File: config.mk
export PLATFORM = sky130hd
export DESIGN_NAME = ps2_host_tx
export DESIGN_NICKNAME = d
export VERILOG_FILES = /design/src/rtl/ps2_host_tx.sv
export SDC_FILE = /design/constraint.sdc
export NUM_CORES = 1
export LEC_CHECK = 0
export CORE_ASPECT_RATIO = 1.5
export CORE_MARGIN = 4
export CORE_UTILIZATION = 39
export CTS_CLUSTER_DIAMETER = 30
export DETAILED_ROUTE_END_ITERATION = 16
export PLACE_DENSITY_LB_ADDON = 0.08
export SLEW_MARGIN = 30
export SYNTH_ARGS = -nofsm -noshare
export SYNTH_HDL_FRONTEND = slang
export SYNTH_SLANG_ARGS = --single-unit
File: constraint.sdc
create_clock -name clock -period 4.3 [get_ports clock]
set_clock_uncertainty 0.1 [all_clocks]
set_input_delay 0.86 -clock clock [delete_from_list [all_inputs] [get_ports clock]]
set_output_delay 0.86 -clock clock [all_outputs]
set_load 0.03 [all_outputs]
File: src/rtl/ps2_host_tx.sv
// ps2_host_tx: host-to-device PS/2 command transmitter.
// Drives the shared open-collector clock/data lines through pull-low enables.
module ps2_host_tx #(
  parameter int INHIBIT_CYCLES = 5000,
  parameter int TIMEOUT_CYCLES = 750000,
  parameter int FILTER_LEN     = 8
) (
  input  logic       clock,
  input  logic       resetn,
  input  logic [7:0] tx_data,
  input  logic       tx_start,
  input  logic       ps2c_in,
  input  logic       ps2d_in,
  output logic       ps2c_oe,
  output logic       ps2d_oe,
  output logic       tx_busy,
  output logic       tx_done,
  output logic       tx_err
);

  localparam int IW = $clog2(INHIBIT_CYCLES + 1);
  localparam int TW = $clog2(TIMEOUT_CYCLES + 1);
  localparam int FW = $clog2(FILTER_LEN + 1);

  localparam logic [IW-1:0] I_LAST = IW'(INHIBIT_CYCLES - 1);
  localparam logic [IW-1:0] I_MAX  = IW'(INHIBIT_CYCLES);
  localparam logic [TW-1:0] T_LAST = TW'(TIMEOUT_CYCLES - 1);
  localparam logic [TW-1:0] T_MAX  = TW'(TIMEOUT_CYCLES);
  localparam logic [FW-1:0] F_LAST = FW'(FILTER_LEN - 1);
  localparam logic [3:0]    LAST_IDX = 4'd9;

  typedef enum logic [2:0] {
    S_IDLE,
    S_INHIBIT,
    S_REQ,
    S_SEND,
    S_ACK,
    S_WAIT_IDLE,
    S_DONE,
    S_ERR
  } state_t;

  state_t state;
  state_t state_nx;

  logic          c_s1;
  logic          c_s2;
  logic          d_s1;
  logic          d_s2;
  logic [FW-1:0] fcnt;
  logic          c_filt;
  logic          c_filt_q;
  logic          fall;

  logic [9:0]    frame;
  logic [3:0]    idx;
  logic          dbit;
  logic [IW-1:0] icnt;
  logic [TW-1:0] tcnt;
  logic          tmo;

  // Synchronizers start at the idle (released-high) line level.
  always_ff @(posedge clock or negedge resetn) begin
    if (!resetn) begin
      c_s1 <= 1'b1;
      c_s2 <= 1'b1;
      d_s1 <= 1'b1;
      d_s2 <= 1'b1;
    end else begin
      c_s1 <= ps2c_in;
      c_s2 <= c_s1;
      d_s1 <= ps2d_in;
      d_s2 <= d_s1;
    end
  end

  always_ff @(posedge clock or negedge resetn) begin
    if (!resetn) begin
      fcnt     <= '0;
      c_filt   <= 1'b1;
      c_filt_q <= 1'b1;
    end else begin
      c_filt_q <= c_filt;
      if (c_s2 == c_filt) begin
        fcnt <= '0;
      end else if (fcnt == F_LAST) begin
        c_filt <= c_s2;
        fcnt   <= '0;
      end else begin
        fcnt <= fcnt + 1'b1;
      end
    end
  end

  assign fall = c_filt_q & ~c_filt;
  assign tmo  = (tcnt == T_LAST);

  always_ff @(posedge clock or negedge resetn) begin
    if (!resetn) begin
      state <= S_IDLE;
    end else begin
      state <= state_nx;
    end
  end

  always_comb begin
    state_nx = state;
    unique case (state)
      S_IDLE: begin
        if (tx_start) state_nx = S_INHIBIT;
      end
      S_INHIBIT: begin
        if (icnt == I_LAST) state_nx = S_REQ;
      end
      S_REQ: begin
        state_nx = tmo ? S_ERR : S_SEND;
      end
      S_SEND: begin
        if (tmo) begin
          state_nx = S_ERR;
        end else if (fall && idx == LAST_IDX) begin
          state_nx = S_ACK;
        end
      end
      S_ACK: begin
        if (tmo) begin
          state_nx = S_ERR;
        end else if (fall) begin
          state_nx = d_s2 ? S_ERR : S_WAIT_IDLE;
        end
      end
      S_WAIT_IDLE: begin
        if (tmo) begin
          state_nx = S_ERR;
        end else if (d_s2 && c_filt) begin
          state_nx = S_DONE;
        end
      end
      S_DONE:  state_nx = S_IDLE;
      S_ERR:   state_nx = S_IDLE;
      default: state_nx = S_IDLE;
    endcase
  end

  // frame = {stop, odd parity, data}; dbit is the level the host is driving.
  always_ff @(posedge clock or negedge resetn) begin
    if (!resetn) begin
      frame <= '1;
      idx   <= '0;
      dbit  <= 1'b1;
      icnt  <= '0;
      tcnt  <= '0;
    end else begin
      unique case (state)
        S_IDLE: begin
          icnt <= '0;
          tcnt <= '0;
          idx  <= '0;
          if (tx_start) begin
            frame <= {1'b1, ~^tx_data, tx_data};
            dbit  <= 1'b0;
          end
        end
        S_INHIBIT: begin
          tcnt <= '0;
          if (icnt != I_MAX) icnt <= icnt + 1'b1;
        end
        S_DONE, S_ERR: begin
          dbit <= 1'b1;
        end
        default: begin
          if (tcnt != T_MAX) tcnt <= tcnt + 1'b1;
          if (state == S_SEND && fall) begin
            dbit <= frame[idx];
            if (idx != LAST_IDX) idx <= idx + 1'b1;
          end
        end
      endcase
    end
  end

  assign ps2c_oe = (state == S_INHIBIT) || (state == S_REQ);
  assign ps2d_oe = ((state == S_REQ) || (state == S_SEND)) && !dbit;
  assign tx_busy = !(state inside {S_IDLE, S_DONE, S_ERR});
  assign tx_done = (state == S_DONE);
  assign tx_err  = (state == S_ERR);

endmodule
==> results by group, run 1 <==
Synthesis
  – Main synth FF type: dfrtp_1
  – Post-synthesis adder-cell area fraction: 0.02999
  – Synth Area in Compound Gates: 0.1226
  – Post-synthesis mux area share: 0.06690
  – Main combinational cell family by area after synthesis: simple AND/OR/NAND/NOR gates
  – Syn nets: 355
  – Post-Syn Area: 0.003254 sq mm
  – YS warnings: 0
  – Post-synth EDFFs: 0
  – Mapped Cells: 335
  – Synthesized-area fraction occupied by and/or/nand/nor cells: 0.2176
  – Synth cell types: 53
  – XOR/XNOR share of the synthesized area: 0.06190
  – Avg Synthesized Cell Area: 9.715 sq um
  – Sequential element share of the synthesized area: 0.4675
  – Yosys reg bits: 60
  – Async set-or-reset flop fraction in the synthesized netlist: 1.000

Timing
  – Fmax: 289.6 MHz
  – Tightest Pin Transition: 0.7394 ns
  – Pins Over Slew Limit: 0
  – Post-route setup TNS: 0 ns
  – Final hold violation count: 0
  – Setup violators final: 0
  – Tmin final: 3.454 ns
  – Crit share post-route: 0.8032
  – RSZ-0062 raised after global routing: false
  – Slew margin rel.: 0.5052

Die
  – Die Span Y: 119.9 um
  – Core area: 0.008058 sq mm
  – Row cnt: 40
  – Die footprint: 0.009900 sq mm
  – Die W: 82.59 um
  – I/O Pins: 18
  – Initial Util: 0.4039

Clock tree
  – Postcts setup bufs: 0
  – Hold buffer count at cts: 0
  – Clock tree buffer depth: 2
  – Clock Pin Slew Worst Setup and Hold Paths: 0.05 ns
  – Worst-Skew Late Latency: 0.32 ns
  – Cts bufs inserted: 9
  – # clock sinks: 60
  – CTS tree: yes
  – Clock root buffer: clkbuf_16
  – H-tree Lvls: 3
  – Post-CTS Resized: 0

Routing
  – Router iterations before antenna repair: 4
  – Antenna-violating nets left: 0
  – Final Routed Wirelength: 6875 um
  – Post-route DRC: 0
  – Vias: 2532
  – Routed length per instance: 14.91 um
  – Via/cell ratio: 5.492
  – DRT iter0 DRCs: 110

Worst setup path
  – WP depth: 4
  – CP max stage delay: 0.61 ns
  – Critical path cell sequence: or2_2 -> nor2_2 -> nor2_1 -> clkdlybuf4s50_1
  – Top cell family by delay on the critical path: simple AND/OR/NAND/NOR gates
  – Critical Path Sink Type: output port
  – WP data arrival: 2.49 ns
  – Crit Path Class: flip-flop to output port
  – Worst path required time: 3.34 ns
  – CP max FO: 21
  – Slowest CP cell: clkdlybuf4s50_1
  – Buf/Inv on CP: 1
  – Worst R2R Path Depth: 4
  – Kind of start point of the critical path: flip-flop

Power and ir drop
  – Total power: 2.282 mW
  – PD cells: 598.8 mW/mm^2
  – Max VDD drop: 0.4878 mV
  – Leakage power: 1.537 nW

Run status
  – Outcome: complete, no violations

Global routing
  – First-pass GRT wire length: 11790 um
  – Largest net degree at the start of global routing: 34
  – Gr ovfl total: 0
  – Vias in the first global route: 2461
  – Initial antenna violation count: 0
  – GRT Overall Usage: 0.1541

Placement
  – I/O Buffers: 17
  – Gpl congestion: 0.8490
  – Dpl hpwl: 5027 um

Final layout
  – Area growth, synth to finish: 17.11%
  – Number of diodes: 0
  – Final nets: 371
  – Share of layout cells above drive strength 1: 0.1433

Run
  – Max-Cap Viols: 0

Hold path
  – Min-delay worst type: flip-flop to flip-flop
  – Hold Path Stages: 0
worst paths after layout:
path	end	from	slack [ns]
max in group asynchronous	frame[0]$_DFFE_PN1P_	resetn	2.77
hold / removal	c_s2$_DFF_PN1_	c_s1$_DFF_PN1_	0.26
hold reg to reg	c_s2$_DFF_PN1_	c_s1$_DFF_PN1_	0.26
setup / recovery	tx_busy	state[1]$_DFFE_PN0P_	0.85
min in group asynchronous	tcnt[13]$_DFFE_PN0P_	resetn	0.45
setup reg to reg	icnt[11]$_DFFE_PN0P_	state[1]$_DFFE_PN0P_	1.97
cell usage after synthesis (all sizes together), types with 6 or more instances:
library cell	instances	area [sq um]
and4	6	52.55
nor2	40	152.6
dfstp	16	420.4
inv	14	52.55
o21ai	20	100.1
xor2	7	61.31
a21oi	16	80.08
dfrtp	44	1101
xnor2	16	140.1
nand2	24	92.59
mux2	10	112.6
clkbuf	8	30.03
nand3	10	50.05
o22ai	8	50.05
nand4	12	81.33
mux2i	6	60.06
ha	7	87.58
or3	9	56.30
buf	6	26.27
nor3	11	55.05
through the flow:
step,utilization,hold slack [ns],setup WS [ns],std cells,area (sq um)
2_1_floorplan,-,0.2452,1.988,335,3254
3_3_place_gp,0.4356,0.2461,1.202,445,3510
3_5_place_dp,0.4356,0.2475,1.179,445,3510
4_1_cts,0.4730,0.2585,0.8127,461,3811
5_1_grt,0.4730,0.2601,0.6713,461,3811
6_report,0.4730,0.2567,0.8464,461,3811
flip-flops by register name, indices dropped and copies added (netlist names), 3 cells and up:
signal / count
fcnt: 4
icnt: 13
tcnt: 20
state: 3
frame: 9
idx: 4
where the power goes:
| part | internal, mW | switching, mW | total (mW) |
|---|---|---|---|
| Combinational | 0.323 | 0.386 | 0.709 |
| Sequential | 0.722 | 0.151 | 0.873 |
| Clock | 0.469 | 0.232 | 0.701 |
| Total | 1.51 | 0.769 | 2.28 |
logic make-up after synthesis:
| group | after synthesis |
|---|---|
| XOR/XNOR | 23 |
| buffers and inverters | 28 |
| multiplexers | 18 |
| adder cells (fa/ha/maj) | 8 |
| flip-flops | 60 |
| AND/OR/NAND/NOR | 134 |
| AO/OA/AOI/OAI | 64 |
cell usage in the layout, fill, tap and decap left out, drive strengths merged, types with 10 or more instances in the layout:
cell	synthesis	final
a21oi	16	16
o21ai	20	20
clkdlybuf4s50	0	16
nand4	12	12
nor2	40	40
dfrtp	44	44
dfstp	16	16
nand2	24	24
nand3	10	10
inv	14	14
nor3	11	11
mux2	10	10
xnor2	16	16
clkbuf	8	16
cell type report:
| cell class | instances | area, sq um |
|---|---|---|
| clock buffer | 16 | 301.5 |
| timing repair buffer | 19 | 180.2 |
| multi-input combinational | 247 | 1624 |
| inverter | 14 | 52.55 |
| tap | 105 | 131.4 |
| fill | 766 | 4247 |
| sequential | 60 | 1521 |
routing by layer:
metal | global-route usage | vias to the layer above | part of all wire
li1 | - | 1242 | -
met1 | 0.1850 | 1238 | 0.42
met2 | 0.2560 | 37 | 0.53
met3 | 0.02628 | 15 | 0.026
met4 | 0.08180 | 0 | 0.029
met5 | 0 | - | 0
No activity file was read; power rests on OpenSTA's default activity.
==> inputs of run 2 (changes only) <==
==> constraint.sdc (replaced) <==
create_clock -name clock -period 3.3 [get_ports clock]
set_clock_uncertainty 0.1 [all_clocks]
set_input_delay 0.66 -clock clock [delete_from_list [all_inputs] [get_ports clock]]
set_output_delay 0.66 -clock clock [all_outputs]
set_load 0.03 [all_outputs]
==> run 2 against run 1 <==
Die area unchanged. Cell count is 0.65% higher. Register-to-register slack worse by 1.0 ns. Critical path depth did not move. Sequential share of layout area about the same. First-iteration DRC count down 27%. Non-clock buffer count up 3. Worst hold slack got worse by 0.026 ns. Combinational power grew 40%. Count of clock-buffer cells in the layout down 5. Utilization about the same. Cell area is essentially flat. Critical path type unchanged. Largest power group unchanged. Highest routed layer unchanged.
==> results by group, run 2 (synthesized netlist as in run 1, its figures left out) <==
Run status
  – Outcome: complete, no violations

Timing
  – Final hold violation count: 0 (unchanged)
  – Fmax: 339.1 MHz
  – Tmin final: 2.949 ns
  – RSZ-0062 raised after global routing: false
  – Pins Over Slew Limit: 0 (unchanged)
  – Slew margin rel.: 0.5295 (+0.02424)
  – Crit share post-route: 0.8937
  – Tightest Pin Transition: 0.7010 ns (-0.03838 ns)
  – Setup violators final: 0 (unchanged)
  – Post-route setup TNS: 0 ns (unchanged)
  – Final Hold Slack: 0.2310 ns (-0.02570 ns)
  – Setup WS post-layout: 0.3509 ns (-0.4955 ns)

Worst setup path
  – WP data arrival: 2.19 ns (-0.30 ns)
  – Critical Path Sink Type: output port
  – Worst R2R Path Depth: 5 (+1)
  – R2R Path End: icnt[11]$_DFFE_PN0P_
  – Crit Path Class: flip-flop to output port
  – Kind of start point of the critical path: flip-flop
  – R2r setup slk: 0.96 ns (-1.01 ns)
  – CP max FO: 14 (-33%)
  – Critical R2R Launch: state[1]$_DFFE_PN0P_
  – CP startpoint: state[2]$_DFFE_PN0P_
  – Worst path required time: 2.54 ns (-0.80 ns)

Final layout
  – Largest regs: tcnt (20), icnt (13), frame (9)
  – Layout Cells excl Fill: 464 (+0.65%)
  – Largest register FFs: 20 (unchanged)
  – Area growth, synth to finish: 17.22% (about the same)
  – Post-layout util: 0.4734 (about the same)
  – Final nets: 374 (+0.81%)
  – Biggest register: tcnt
  – Share of layout cells above drive strength 1: 0.1532 (+0.009945)
  – Fin area: 0.003815 sq mm (about the same)
  – Number of diodes: 0 (unchanged)
  – Most frequent cells in the layout: dfrtp_1 (44), nor2_1 (39), nand2_1 (23), o21ai_0 (20)
  – Most common cell after layout, fill and taps aside: dfrtp_1

Clock tree
  – Clock Pin Slew Worst Setup and Hold Paths: 0.05 ns (about the same)
  – CTS tree: yes
  – Clock tree buffer depth: 2 (unchanged)
  – Post-CTS Resized: 0 (unchanged)
  – # clock sinks: 60 (unchanged)
  – Cts bufs inserted: 9 (unchanged)
  – Clock root buffer: clkbuf_16
  – Postcts setup bufs: 0 (unchanged)
  – H-tree Lvls: 3 (unchanged)
  – Worst-Skew Late Latency: 0.32 ns (about the same)
  – Hold buffer count at cts: 0 (unchanged)

Placement
  – Pre-CTS setup slack: 0.7279 ns (-0.4507 ns)
  – Dpl hpwl: 4985 um (-0.83%)
  – DP Area: 0.003545 sq mm (+1.0%)
  – Gpl congestion: 0.8209 (-3.3%)
  – I/O Buffers: 17 (unchanged)
  – Total placed cells including tap cells: 448 (+0.67%)

Routing
  – Final Routed Wirelength: 6877 um (about the same)
  – Via/cell ratio: 5.373 (-2.2%)
  – Antenna-violating nets left: 0 (unchanged)
  – DRT iter0 DRCs: 80 (-27%)
  – Router iterations before antenna repair: 4 (unchanged)
  – Routed length per instance: 14.82 um (-0.62%)
  – Post-route DRC: 0 (unchanged)
  – Vias: 2493 (-1.5%)

Global routing
  – Vias in the first global route: 2550 (+3.6%)
  – Gr ovfl total: 0 (unchanged)
  – Initial antenna violation count: 0 (unchanged)
  – First-pass GRT wire length: 11920 um (+1.1%)
  – GRT Overall Usage: 0.1562 (+0.002102)
  – Largest net degree at the start of global routing: 61 (+79%)

Die
  – Die footprint: 0.009900 sq mm (unchanged)
  – I/O Pins: 18 (unchanged)
  – Row cnt: 40 (unchanged)
  – Initial Util: 0.4039 (unchanged)
  – Core area: 0.008058 sq mm (unchanged)
  – Die W: 82.59 um (unchanged)
  – Die Span Y: 119.9 um (unchanged)

Power and ir drop
  – Total power: 2.928 mW (+28%)
  – Max VDD drop: 0.4886 mV (+0.18%)
  – Leakage power: 1.543 nW (+0.35%)
  – PD cells: 767.6 mW/mm^2 (+28%)

Hold path
  – Min-delay worst type: input port to async pin

Run
  – Max-Cap Viols: 0 (unchanged)
## run 2: changes by cell type in the layout (fill, tap and decap cells not counted), sizes merged
| cell | delta |
|---|---|
| clkinvlp | +1 |
| clkinv | +4 |
| buf | +3 |
| clkbuf | -5 |
## run 2: routing by layer
layer,routed length (um),GRT usage
met1,2921,0.1809
met4,148,0.07055
met2,3650,0.2706
met5,0,0
met3,157,0.02928
## run 2: power by group
group | internal (mW) | leakage [nW] | switching [mW] | total (mW)
combinational | 0.444 | 0.641 | 0.549 | 0.993
clock | 0.522 | 0.135 | 0.312 | 0.833
sequential | 0.941 | 0.767 | 0.160 | 1.10
total | 1.91 | 1.54 | 1.02 | 2.93
## run 2: worst max-delay path by stage
| stage | end | slack, ns | cells past startpoint |
|---|---|---|---|
| global placement | tx_busy | 0.73 | 4 |
| global route | tx_busy | 0.22 | 4 |
| CTS | tx_busy | 0.36 | 4 |
| finish | tx_busy | 0.35 | 4 |
| floorplan | ps2c_oe | 1.19 | 4 |
| detailed placement | tx_busy | 0.73 | 4 |
## run 2: final cells by class
| cell class | instances | area [sq um] |
|---|---|---|
| Clock buffer | 11 | 242.7 |
| Clock inverter | 5 | 27.53 |
| Fill cell | 771 | 4243 |
| Inverter | 14 | 52.55 |
| Multi-Input combinational cell | 247 | 1624 |
| Sequential cell | 60 | 1521 |
| Tap cell | 105 | 131.4 |
| Timing Repair Buffer | 22 | 215.2 |
## run 2: worst max-delay path, cell delays in order, from the launching register on
cell             delay [ns]
dfrtp_1                0.57
or2_2                  0.38
nor2_2                 0.06
nor2_1                 0.14
clkdlybuf4s50_1        0.70
==> inputs of run 3 (changes only) <==
--- a/config.mk
+++ b/config.mk
@@ -10,7 +10,7 @@
 export CORE_UTILIZATION = 39
 export CTS_CLUSTER_DIAMETER = 30
 export DETAILED_ROUTE_END_ITERATION = 16
-export PLACE_DENSITY_LB_ADDON = 0.08
+export PLACE_DENSITY_LB_ADDON = 0.2
 export SLEW_MARGIN = 30
 export SYNTH_ARGS = -nofsm -noshare
 export SYNTH_HDL_FRONTEND = slang
==> run 3 against run 2 <==
Global-route usage rose by 0.21 points. Setup slack better by 0.023 ns. First-iteration DRC count increased by 51%. Largest cell class unchanged.
==> results by group, run 3 (synthesized netlist as in run 1, its figures left out) <==
Final layout
  – Largest register FFs: 20 (unchanged)
  – Final nets: 375 (+0.27%)
  – Biggest register: tcnt
  – Number of diodes: 0 (unchanged)
  – Area growth, synth to finish: 17.95%
  – Largest regs: tcnt (20), icnt (13), frame (9)
  – Most common cell after layout, fill and taps aside: dfrtp_1
  – Share of layout cells above drive strength 1: 0.1500 (-0.003203)
  – Most frequent cells in the layout: dfrtp_1 (44), nor2_1 (39), nand2_1 (23), o21ai_0 (20)

Clock tree
  – Clock root buffer: clkbuf_16
  – Postcts setup bufs: 0 (unchanged)
  – CTS tree: yes
  – Worst-Skew Late Latency: 0.32 ns (about the same)
  – Hold buffer count at cts: 0 (unchanged)
  – H-tree Lvls: 3 (unchanged)
  – # clock sinks: 60 (unchanged)
  – Clock Pin Slew Worst Setup and Hold Paths: 0.05 ns (about the same)
  – Cts bufs inserted: 9 (unchanged)
  – Post-CTS Resized: 0 (unchanged)
  – Clock tree buffer depth: 2 (unchanged)

Worst setup path
  – R2r setup slk: 1.12 ns (+0.16 ns)
  – CP max FO: 14 (unchanged)
  – R2R Path End: icnt[11]$_DFFE_PN0P_
  – Critical Path Sink Type: output port
  – WP data arrival: 2.17 ns (-0.02 ns)
  – Crit Path Class: flip-flop to output port
  – Critical R2R Launch: state[2]$_DFFE_PN0P_
  – Worst path required time: 2.54 ns (about the same)
  – Worst R2R Path Depth: 4 (-1)
  – Kind of start point of the critical path: flip-flop

Power and ir drop
  – Total power: 3.030 mW (+3.5%)
  – Leakage power: 1.555 nW (+0.78%)
  – PD cells: 789.4 mW/mm^2 (+2.8%)
  – Max VDD drop: 0.4590 mV (-6.1%)

Timing
  – Tmin final: 2.926 ns (-0.02343 ns)
  – Setup WS post-layout: 0.3744 ns (+0.02343 ns)
  – Crit share post-route: 0.8866 (-0.007099)
  – Fmax: 341.8 MHz (+0.80%)
  – Tightest Pin Transition: 0.6644 ns (-0.03667 ns)
  – Setup violators final: 0 (unchanged)
  – Final hold violation count: 0 (unchanged)
  – Pins Over Slew Limit: 0 (unchanged)
  – Final Hold Slack: 0.03721 ns (-0.1938 ns)
  – RSZ-0062 raised after global routing: false
  – Slew margin rel.: 0.5555 (+0.02598)
  – Post-route setup TNS: 0 ns (unchanged)

Global routing
  – GRT Overall Usage: 0.1583 (+0.002089)
  – Initial antenna violation count: 0 (unchanged)
  – First-pass GRT wire length: 12060 um (+1.2%)
  – Gr ovfl total: 0 (unchanged)
  – Largest net degree at the start of global routing: 35 (-43%)
  – Vias in the first global route: 2596 (+1.8%)

Routing
  – Routed length per instance: 14.93 um (+0.74%)
  – DRT iter0 DRCs: 121 (+51%)
  – Final Routed Wirelength: 6943 um (+0.96%)
  – Post-route DRC: 0 (unchanged)
  – Antenna-violating nets left: 0 (unchanged)
  – Via/cell ratio: 5.385 (+0.23%)
  – Vias: 2504 (+0.44%)
  – Router iterations before antenna repair: 4 (unchanged)

Placement
  – Gpl congestion: 0.8249 (+0.49%)
  – Dpl hpwl: 4923 um (-1.2%)
  – I/O Buffers: 17 (unchanged)
  – Pre-CTS setup slack: 0.7186 ns (-0.009301 ns)

Hold path
  – Min-delay worst type: input port to async pin

Die
  – Die Span Y: 119.9 um (unchanged)
  – I/O Pins: 18 (unchanged)
  – Die footprint: 0.009900 sq mm (unchanged)
  – Row cnt: 40 (unchanged)
  – Core area: 0.008058 sq mm (unchanged)
  – Initial Util: 0.4039 (unchanged)
  – Die W: 82.59 um (unchanged)

Run
  – Max-Cap Viols: 0 (unchanged)

Run status
  – Outcome: complete, no violations
## run 3: cell types whose count changed in the layout (fill, tap and decap cells not counted)
cell        before  now
buf_12           1    0
clkbuf_1         1    3
buf_4            4    6
clkbuf_8         1    2
bufinv_16        0    1
clkinv_2         4    1
clkinvlp_4       1    0
## run 3: cell type report
class	count	area, sq um
Inverter	14	52.55
Clock inverter	2	35.03
Multi-Input combinational cell	247	1624
Timing Repair Buffer	23	210.2
Tap cell	105	131.4
Sequential cell	60	1521
Clock buffer	14	264.0
Fill cell	766	4219
## run 3: through the flow
stage	cells	instance area, sq um	util
global route	465	3839	0.4764
detailed placement	449	3540	0.4393
finish	465	3839	0.4764
global placement	449	3540	0.4393
CTS	465	3839	0.4764
floorplan	335	3254	-
## run 3: power breakdown
part           internal (mW)  switching, mW
sequential             0.941          0.156
clock                  0.624          0.309
combinational          0.445          0.555
total                   2.01           1.02
## run 3: routing by layer
metal,track usage,vias up,routed length (um)
met5,0,-,0
met4,0.07975,0,130
met3,0.03829,7,204
met2,0.2671,28,3662
met1,0.1808,1228,2945
li1,-,1241,-
## run 3: how the worst max path moves through the flow
stage,start,cells past startpoint,slack [ns],to
2_1_floorplan,state[0]$_DFFE_PN0P_,4,1.19,ps2c_oe
3_3_place_gp,state[2]$_DFFE_PN0P_,4,0.74,tx_busy
3_5_place_dp,state[2]$_DFFE_PN0P_,4,0.72,tx_busy
4_1_cts,state[2]$_DFFE_PN0P_,4,0.36,tx_busy
5_1_grt,state[2]$_DFFE_PN0P_,4,0.24,tx_busy
6_report,state[2]$_DFFE_PN0P_,4,0.37,tx_busy
## run 3: worst max-delay path, stage by stage, from the launching register on
cell and delay (ns):
dfrtp_1 0.57, or2_2 0.36, nor2_2 0.06, nor2_1 0.15, clkdlybuf4s50_1 0.70
